<file path="config.mk">
export PLATFORM = sky130hd
export DESIGN_NAME = encoder_16_to_4_seq
export DESIGN_NICKNAME = d
export VERILOG_FILES = /design/src/rtl/encoder_16_to_4_seq.sv
export SDC_FILE = /design/constraint.sdc
export NUM_CORES = 1
export LEC_CHECK = 0
export ABC_CLOCK_PERIOD_IN_PS = 1700
export CAP_MARGIN = 20
export CORE_ASPECT_RATIO = 1.2
export CORE_UTILIZATION = 58
export CTS_BUF_LIST = sky130_fd_sc_hd__clkbuf_8
export CTS_CLUSTER_DIAMETER = 120
export DETAILED_ROUTE_END_ITERATION = 16
export DONT_BUFFER_PORTS = 1
export MAX_ROUTING_LAYER = met4
export PLACE_DENSITY = 0.74
export SLEW_MARGIN = 10
export SYNTH_ARGS = -nofsm -noshare
export SYNTH_HDL_FRONTEND = slang
export SYNTH_SLANG_ARGS = --single-unit
</file>
<file path="constraint.sdc">
create_clock -name clk -period 1.7 [get_ports clk]
set_clock_uncertainty 0.2 [all_clocks]
set_input_delay 0.17 -clock clk [delete_from_list [all_inputs] [get_ports clk]]
set_output_delay 0.17 -clock clk [all_outputs]
set_load 0.01 [all_outputs]
</file>
<file path="src/rtl/encoder_16_to_4_seq.sv">
// Registered priority encoder with request queuing and a valid/ready output.
// Ports: clk, reset (sync, active-high), enable, in[N_IN], out[OUT_W], valid, ready, pending[N_IN], busy.
module encoder_16_to_4_seq #(
  parameter int N_IN          = 16,
  parameter int OUT_W         = 4,
  parameter bit PRIORITY_HIGH = 1'b1
) (
  input  logic             clk,
  input  logic             reset,
  input  logic             enable,
  input  logic [N_IN-1:0]  in,
  output logic [OUT_W-1:0] out,
  output logic             valid,
  input  logic             ready,
  output logic [N_IN-1:0]  pending,
  output logic             busy
);

  typedef enum logic {
    IDLE = 1'b0,
    HOLD = 1'b1
  } state_t;

  state_t state;
  state_t state_nxt;

  logic [N_IN-1:0]  pend_q;
  logic [N_IN-1:0]  pend_nxt;
  logic [N_IN-1:0]  clear_mask;
  logic [N_IN-1:0]  set_mask;
  logic [OUT_W-1:0] out_q;
  logic [OUT_W-1:0] out_nxt;
  logic [OUT_W-1:0] win;
  logic             has_req;
  logic             slot_free;
  logic             load;

  // Winner is chosen from registered pending only; the live
  // request vector never competes in the cycle it arrives.
  always_comb begin
    win = '0;
    if (PRIORITY_HIGH) begin
      for (int i = 0; i < N_IN; i++) begin
        if (pend_q[i]) win = OUT_W'(i);
      end
    end else begin
      for (int i = N_IN - 1; i >= 0; i--) begin
        if (pend_q[i]) win = OUT_W'(i);
      end
    end
  end

  assign has_req   = |pend_q;
  assign slot_free = (state == IDLE) | ready;
  assign load      = slot_free & has_req;

  always_ff @(posedge clk) begin
    if (reset) state <= IDLE;
    else       state <= state_nxt;
  end

  always_comb begin
    state_nxt = state;
    unique case (state)
      IDLE: state_nxt = has_req ? HOLD : IDLE;
      HOLD: begin
        if (ready) state_nxt = has_req ? HOLD : IDLE;
        else       state_nxt = HOLD;
      end
      default: state_nxt = IDLE;
    endcase
  end

  // Set mask is applied after the clear, so a request arriving
  // on the bit being loaded re-arms it for a later emission.
  always_comb begin
    clear_mask = '0;
    if (load) clear_mask = N_IN'(1) << win;
    set_mask = enable ? in : '0;
    out_nxt  = load ? win : out_q;
    pend_nxt = (pend_q & ~clear_mask) | set_mask;
  end

  always_ff @(posedge clk) begin
    if (reset) begin
      pend_q <= '0;
      out_q  <= '0;
    end else begin
      pend_q <= pend_nxt;
      out_q  <= out_nxt;
    end
  end

  assign valid   = (state == HOLD);
  assign out     = out_q;
  assign pending = pend_q;
  assign busy    = has_req | valid;

endmodule
</file>
==> impl_metrics.yaml, run 1 <==
run_status:
  status: "did not finish"
  lastStage: "global routing"
  stop_error: "[ERROR DPL-0038] Utilization greater than 100%, impossible to legalize"
yosys:
  syn_area_per_cell_um2: 8.30
  ys.warnings.count: 0
  ys_ff_latch: 21
  ys_seq_area_share_pct: 39.0
  ys_types: 34
  synthesis.area_mm2: 0.00108
  syn_inst: 130
  synth_nets: 150
clock_network:
  cts_buffers: 3
  clockBufferDepth: 2
  clkSinkCount: 21
  clockRootBuffer: "clkbuf_8"
  htree_levels: 1
timing:
  endpoint_type: "top-level output"
  postGrtWorstEndpoint: "busy"
die:
  die_y_um: 49.2
  initial_utilization_pct: 64.1
  io_pins: 42
  num_rows: 16
  dieWidth_um: 41.4
place:
  dp_hpwl_mm: 2.24
  routabilityCongestion: 0.840
  numPortBuffers: 0
global_route:
  grt_max_degree: 25
-- Yosys cell counts --
| cell type | number | area, um^2 |
|---|---|---|
| o31ai_1 | 5 | 37.5 |
| inv_1 | 2 | 7.51 |
| nand3_2 | 1 | 10.0 |
| dfxtp_1 | 21 | 420 |
| and4_2 | 1 | 10.0 |
| a21boi_0 | 1 | 7.51 |
| a21oi_1 | 20 | 100 |
| o21ai_0 | 4 | 20.0 |
| and3_1 | 1 | 6.26 |
| nand3b_1 | 1 | 7.51 |
| a311oi_1 | 2 | 17.5 |
| nand2_1 | 13 | 48.8 |
| nor4_1 | 3 | 18.8 |
| clkbuf_1 | 4 | 15.0 |
| a31o_2 | 1 | 8.76 |
| a22oi_1 | 1 | 7.51 |
| nand2b_1 | 4 | 25.0 |
| a2bb2oi_2 | 1 | 15.0 |
| or2b_1 | 1 | 7.51 |
| o41ai_1 | 1 | 8.76 |
| nor3b_1 | 3 | 22.5 |
| a2111oi_0 | 1 | 8.76 |
| nor2_1 | 13 | 48.8 |
| clkbuf_2 | 1 | 5.00 |
| a31oi_1 | 1 | 6.26 |
| or2_2 | 2 | 12.5 |
| nor4_4 | 2 | 42.5 |
| or3_1 | 1 | 6.26 |
| nor3_2 | 1 | 10.0 |
| a221o_1 | 1 | 10.0 |
| nor3_1 | 4 | 20.0 |
| a211oi_1 | 9 | 67.6 |
| nor2b_1 | 2 | 12.5 |
| o22ai_1 | 1 | 6.26 |
-- cell families after synthesis --
| family | after synthesis | share of synthesized area [%] |
|---|---|---|
| buf+inv | 7 | 2.55 |
| simple gates | 53 | 28.7 |
| compound gates | 49 | 29.8 |
| flops | 21 | 39.0 |
-- metrics by stage --
stage                     cell area [um^2]  std cells  worst slack [ns]
after CTS                             1590        187            -0.116
after detailed placement              1340        175            -0.174
after floorplan                       1110        130           -0.0546
after global placement                1340        175           -0.0901
-- what timing repair did --
action / CTS
pin swaps: 8
cloned: 0
setup buffers: 8
resized for setup: 32
endpoints found under the setup margin: 16
hold endpoints to repair: 21
==> run 2: changes to the inputs <==
==> config.mk (replaced) <==
export PLATFORM = sky130hd
export DESIGN_NAME = encoder_16_to_4_seq
export DESIGN_NICKNAME = d
export VERILOG_FILES = /design/src/rtl/encoder_16_to_4_seq.sv
export SDC_FILE = /design/constraint.sdc
export NUM_CORES = 1
export LEC_CHECK = 0
export ABC_CLOCK_PERIOD_IN_PS = 2200
export CAP_MARGIN = 20
export CORE_AREA = 2 2 63 65
export DETAILED_ROUTE_END_ITERATION = 16
export DIE_AREA = 0 0 65 67
export DONT_BUFFER_PORTS = 1
export PLACE_DENSITY_LB_ADDON = 0.15
export SLEW_MARGIN = 10
export SYNTH_ARGS = -nofsm -noshare
export SYNTH_HDL_FRONTEND = slang
export SYNTH_SLANG_ARGS = --single-unit
==> constraint.sdc (replaced) <==
create_clock -name clk -period 2.2 [get_ports clk]
set_clock_uncertainty 0.2 [all_clocks]
set_input_delay 0.22 -clock clk [delete_from_list [all_inputs] [get_ports clk]]
set_output_delay 0.22 -clock clk [all_outputs]
set_load 0.01 [all_outputs]
==> run 2 against run 1 <==
Effect of this change:
- the flow now finishes without violations
- area after synthesis did not move
- synthesized cell count did not move
==> impl_metrics.yaml, run 2 <==
die:
  initial_utilization_pct: 29.9
  io_pins: 42
  die_area_mm2: 0.00436
  num_rows: 22
  dieWidth_um: 65
  core-area_mm2: 0.00361
  die_y_um: 67
cells_and_area:
  largest_register_ffs: 16
  fill_cells: 385
  layout-drive-gt1-share_pct: 12.5
  diodes: 0
  layout_common_cells: "dfxtp_1 (21), a21oi_1 (20), dlygate4sd3_1 (17)"
  fin_nets: 173
  mostFrequentLayoutCell: "dfxtp_1"
  area_delta_synth_final_pct: 29.6
clock_network:
  cts_buffers: 3
  cts_tree: "done"
  clkTransAtPathRegs_ns: 0.08
  htree_levels: 1
  clockRootBuffer: "clkbuf_8"
  clock_latency_ns: 0.26
  clkSinkCount: 21
  clockBufferDepth: 2
timing:
  grt_setup_unrepaired: "no"
  fin_ws_ns: 0.149
  max_slew_margin_pct: 40.7
  finalHoldViolCount: 0
  slew_viol_final: 0
  finalCriticalPeriod_ns: 2.05
  setup-violations-final: 0
  finalSetupTns_ns: 0
  max_freq_ghz: 0.488
  timing.final.crit_share_pct: 93.2
  tightestPinTransition_ns: 0.886
place:
  numPortBuffers: 0
  routabilityCongestion: 0.804
  dp_hpwl_mm: 2.28
  dpl_worst_slack_ns: 0.115
hold_path:
  holdCritStartpoint: "in[10]"
  hp-class: "in2reg"
yosys:
  synth_flop_cell: "dfxtp_1"
  ys_ff_latch: 21
  ys_types: 34
  ys.warnings.count: 0
  syn_inst: 130
  synth_edf_count: 0
  synthesis.area_mm2: 0.00108
  ys_seq_area_share_pct: 39.0
  syn_area_per_cell_um2: 8.30
  synth_top_cell_by_area: "dfxtp_1"
  synth_commonest_cells: "dfxtp_1 (21), a21oi_1 (20), nand2_1 (13), nor2_1 (13), a211oi_1 (9)"
  synthArstFlopShare_pct: 0
  synth_nets: 150
  synth.most_common_cell: "dfxtp_1"
  yosys-top-cells-area: "dfxtp_1 (39%), a21oi_1 (9.3%), a211oi_1 (6.3%), nand2_1 (4.5%), nor2_1 (4.5%)"
  netlist.area_leader.share_pct: 39.0
global_route:
  grt_max_degree: 24
  antenna_found_initial: 0
  grt_util_all_layers_pct: 15.7
  overflow: 0
  grt_pass1_vias: 1047
  grt_pass1_wl_mm: 5.15
power_and_ir_drop:
  p_leak_uw: 0.000507
  vdd_drop_max_v: 0.000260
  p_per_area_mw_per_mm2: 707
setup_path:
  rr_startpoint: "pending[11]"
  crit_path_end_kind: "flop"
  critPathKind: "reg2reg"
  crit_start: "pending[11]"
  critPathRequiredTime_ns: 2.11
  crit_fanout: 9
  arrival_ns: 1.96
  cp-start-kind: "flop"
routing:
  antenna_left: 0
  routed_wl_mm: 3.26
  drc: 0
  dr_total_vias: 1112
  drt_iter0_markers: 58
  wl_per_cell_um: 16.3
  drt-pass1-iter-count: 4
  vias_per_cell: 5.56
job:
  maxCapViolCount: 0
run_status:
  status: "completed"
==> run 2: cell counts after synthesis <==
No cell type changed its count.
==> run 2: critical path, stage by stage (launching register included) <==
cell and delay (ns):
dfxtp_1 0.44, nor4_4 0.29, buf_4 0.19, nand3_2 0.13, or3_1 0.39, nor3_2 0.16, a311oi_1 0.11
==> run 2: per-layer routing <==
metal,vias up,global-route usage [%],routed length [um]
met1,533,19.0,1480
met2,40,26.8,1550
met4,0,6.38,45
met5,-,0,0
met3,5,3.55,189
li1,534,-,-
==> run 2: kinds of logic (layout without fill, tap and decap cells) <==
family	after synthesis	in the layout	share of synthesized area [%]
buf+inv	7	29	2.55
compound gates	49	49	29.8
simple gates	53	53	28.7
flops	21	21	39.0
==> run 2: what timing repair did <==
item / CTS / global route
hold endpoints to repair: 21 / 0
buffers inserted: 0 / 1
hold buffers: 18 / 0
setup endpoints to repair: 0 / 8
gates resized for setup: 0 / 3
==> run 2: worst paths after layout <==
kind | endpoint | slack [ns] | depth (start not counted)
worst max register to register | pending[1] | 0.15 | 6
worst min register to register | out[3] | 0.33 | 2
worst max-delay path | pending[1] | 0.15 | 6
worst min-delay path | pending[10] | 0.002 | 2
==> run 2: stage by stage <==
step | instances | instance area [um^2] | utilization, % | hold WS, ns | power, uW
floorplan | 130 | 1080 | - | 0.123 | 630
global placement | 177 | 1150 | 31.9 | 0.0913 | 683
detailed placement | 177 | 1150 | 31.9 | 0.0942 | 685
CTS | 199 | 1370 | 38.1 | 0.00195 | 988
global route | 200 | 1400 | 38.8 | 0.0149 | 1040
finish | 200 | 1400 | 38.8 | 0.00244 | 989
==> run 2: cell type report <==
| class | instances | area (um^2) | area share [%] |
|---|---|---|---|
| multi-input cells | 102 | 644 | 46.1 |
| flip-flops and latches | 21 | 420 | 30.1 |
| clock buffers | 4 | 45.0 | 3.22 |
| repair buffers | 23 | 220 | 15.8 |
| inverters | 2 | 7.51 | 0.537 |
| well taps | 48 | 60.1 | 4.30 |
==> run 2: where the power goes <==
part	internal (uW)	switching [uW]
logic	118	133
clock network	129	132
registers	413	62.8
Power figures use the tool's default switching activity.
==> run 3: changes to the inputs <==
==> constraint.sdc (replaced) <==
create_clock -name clk -period 2.2 [get_ports clk]
set_clock_uncertainty 0.2 [all_clocks]
set_input_delay 0.22 -clock clk [delete_from_list [all_inputs] [get_ports clk]]
set_output_delay 0.22 -clock clk [all_outputs]
set_load 0.1 [all_outputs]
==> run 3 against run 2 <==
Effect of this change:
- die area did not move
- sequential share of layout area fell by 1.8 points
- combinational power rose by 120%
- power rose by 27%
- register-to-register slack improved by 0.04 ns
==> impl_metrics.yaml, run 3 (synthesized netlist as in run 2, its figures left out) <==
run_status:
  status: "completed"
setup_path:
  cp_top_family: "simple AND/OR/NAND/NOR gates"
  critPathRequiredTime_ns: 1.78
  rr_startpoint: "pending[9]"
  critPathKind: "reg2out"
  arrival_ns: 1.68
  cp_num_buf_inv: 1
  cp-start-kind: "flop"
  crit_path_top_delay_cell: "nor4_4"
  reg2reg_slack_ns: 0.19
  crit_chain: "nor4_4 -> and4_2 -> nand2b_2 -> buf_12"
  crit_path_end_kind: "output port"
  crit_fanout: 7
  r2r_end: "pending[1]"
  critPathMaxStageDelay_ns: 0.43
  ff2ff_path_depth: 5
die:
  dieWidth_um: 65
  io_pins: 42
  core-area_mm2: 0.00361
  initial_utilization_pct: 29.9
  die_area_mm2: 0.00436
  die_y_um: 67
  num_rows: 22
timing:
  max_slew_margin_pct: 38.3
  tightestPinTransition_ns: 0.923
  finalCriticalPeriod_ns: 2.10
  grt_setup_unrepaired: "no"
  setup-violations-final: 0
  max_freq_ghz: 0.476
  timing.final.crit_share_pct: 95.5
  finalHoldViolCount: 0
  finalSetupTns_ns: 0
  slew_viol_final: 0
  hold_ws_ns: 0.00892
job:
  maxCapViolCount: 0
clock_network:
  clock_latency_ns: 0.26
  cts_tree: "done"
  htree_levels: 1
  clockBufferDepth: 2
  post_cts_buffers: 0
  clkTransAtPathRegs_ns: 0.08
  clkSinkCount: 21
  cts_buffers: 3
  clockRootBuffer: "clkbuf_8"
routing:
  drt_iter0_markers: 66
  dr_total_vias: 1164
  routed_wl_mm: 3.40
  antenna_left: 0
  drc: 0
  vias_per_cell: 5.34
  wl_per_cell_um: 15.6
  drt-pass1-iter-count: 4
hold_path:
  hold_path_depth: 2
  min_to: "pending[6]"
  holdCritStartpoint: "in[6]"
  hp-class: "in2reg"
global_route:
  antenna_found_initial: 0
  grt_pass1_wl_mm: 5.31
  grt_pass1_vias: 1103
  overflow: 0
  grt_max_degree: 24
  grt_util_all_layers_pct: 15.9
cells_and_area:
  layout-drive-gt1-share_pct: 32.4
  fin_nets: 191
  seq_area_um2: 440
  multi_input_area_um2: 639
  layout_common_cells: "buf_4 (23), a21oi_1 (20), dlygate4sd3_1 (17)"
  final_area_mm2: 0.00156
  area_delta_synth_final_pct: 44.3
  mostFrequentLayoutCell: "buf_4"
  largest_register_ffs: 16
  fill_cells: 375
  diodes: 0
power_and_ir_drop:
  power_switching_uw: 561
  p_leak_uw: 0.000602
  vdd_drop_max_v: 0.000259
  comb_power_share_pct: 43.1
  seq_power_share_pct: 36.3
  pwr-share-clk_pct: 20.5
  p_per_area_mw_per_mm2: 807
  power.share.switching_pct: 44.6
  p_int_uw: 696
  p_total_uw: 1260
place:
  numPortBuffers: 0
  detailed_place.area_mm2: 0.00133
  dp_hpwl_mm: 2.46
  routabilityCongestion: 0.801
==> run 3: cell types whose count changed in the layout (fill, tap and decap cells not counted), sizes merged <==
cell,previous run,this run
buf,5,24
clkbuf,4,3
dlymetal6s4s,1,0
clkinv,0,1
==> run 3: final cells by class <==
type	count	area share, %
clock inverters	1	0.322
flip-flops and latches	21	28.3
repair buffers	41	23.3
inverters	2	0.482
multi-input cells	102	41.1
well taps	48	3.86
clock buffers	3	2.65
==> run 3: what timing repair did <==
item / CTS / global route
resized for setup: 0 / 1
endpoints found under the setup margin: 0 / 1
hold endpoints to repair: 21 / 0
hold buffers: 17 / 0
==> run 3: how the worst max path moves through the flow <==
stage,cells past startpoint,slack (ns),endpoint,from
after floorplan,6,0.10,out[2],pending[11]
after global placement,5,0.22,pending[1],pending[8]
after detailed placement,5,0.23,pending[1],pending[8]
after CTS,4,0.09,busy,pending[9]
after global routing,4,0.0004,busy,pending[9]
final,4,0.1,busy,pending[9]
==> run 3: worst reg2reg max path, stage by stage, from the launching register on <==
cell	delay [ns]
dfxtp_2	0.37
nor4_4	0.44
nand3_2	0.20
or3_1	0.39
nor3_2	0.16
a311oi_1	0.11
==> run 3: routing by layer <==
layer  up-vias  wire (um)  GRT usage, %
li1        566          -             -
met3         6        208          3.89
met5         -          0             0
met1       552       1540          19.4
met2        40       1600          27.4
met4         0         47          5.05
==> run 3: metrics by stage <==
| stage | setup slack [ns] | instances | util [%] |
|---|---|---|---|
| 6_report | 0.0992 | 218 | 43.2 |
| 3_5_place_dp | 0.229 | 197 | 37.0 |
| 3_3_place_gp | 0.218 | 197 | 37.0 |
| 5_1_grt | 0.000394 | 218 | 43.2 |
| 4_1_cts | 0.0930 | 218 | 43.0 |
| 2_1_floorplan | 0.103 | 130 | - |
==> run 3: power by group through the flow <==
| stage | registers (uW) | logic (uW) | clock network, uW |
|---|---|---|---|
| 5_1_grt | 461 | 571 | 283 |
| 3_3_place_gp | 463 | 501 | 0 |
| 3_5_place_dp | 464 | 501 | 0 |
| 4_1_cts | 456 | 541 | 267 |
| 6_report | 457 | 542 | 258 |
| 2_1_floorplan | 698 | 165 | 0 |
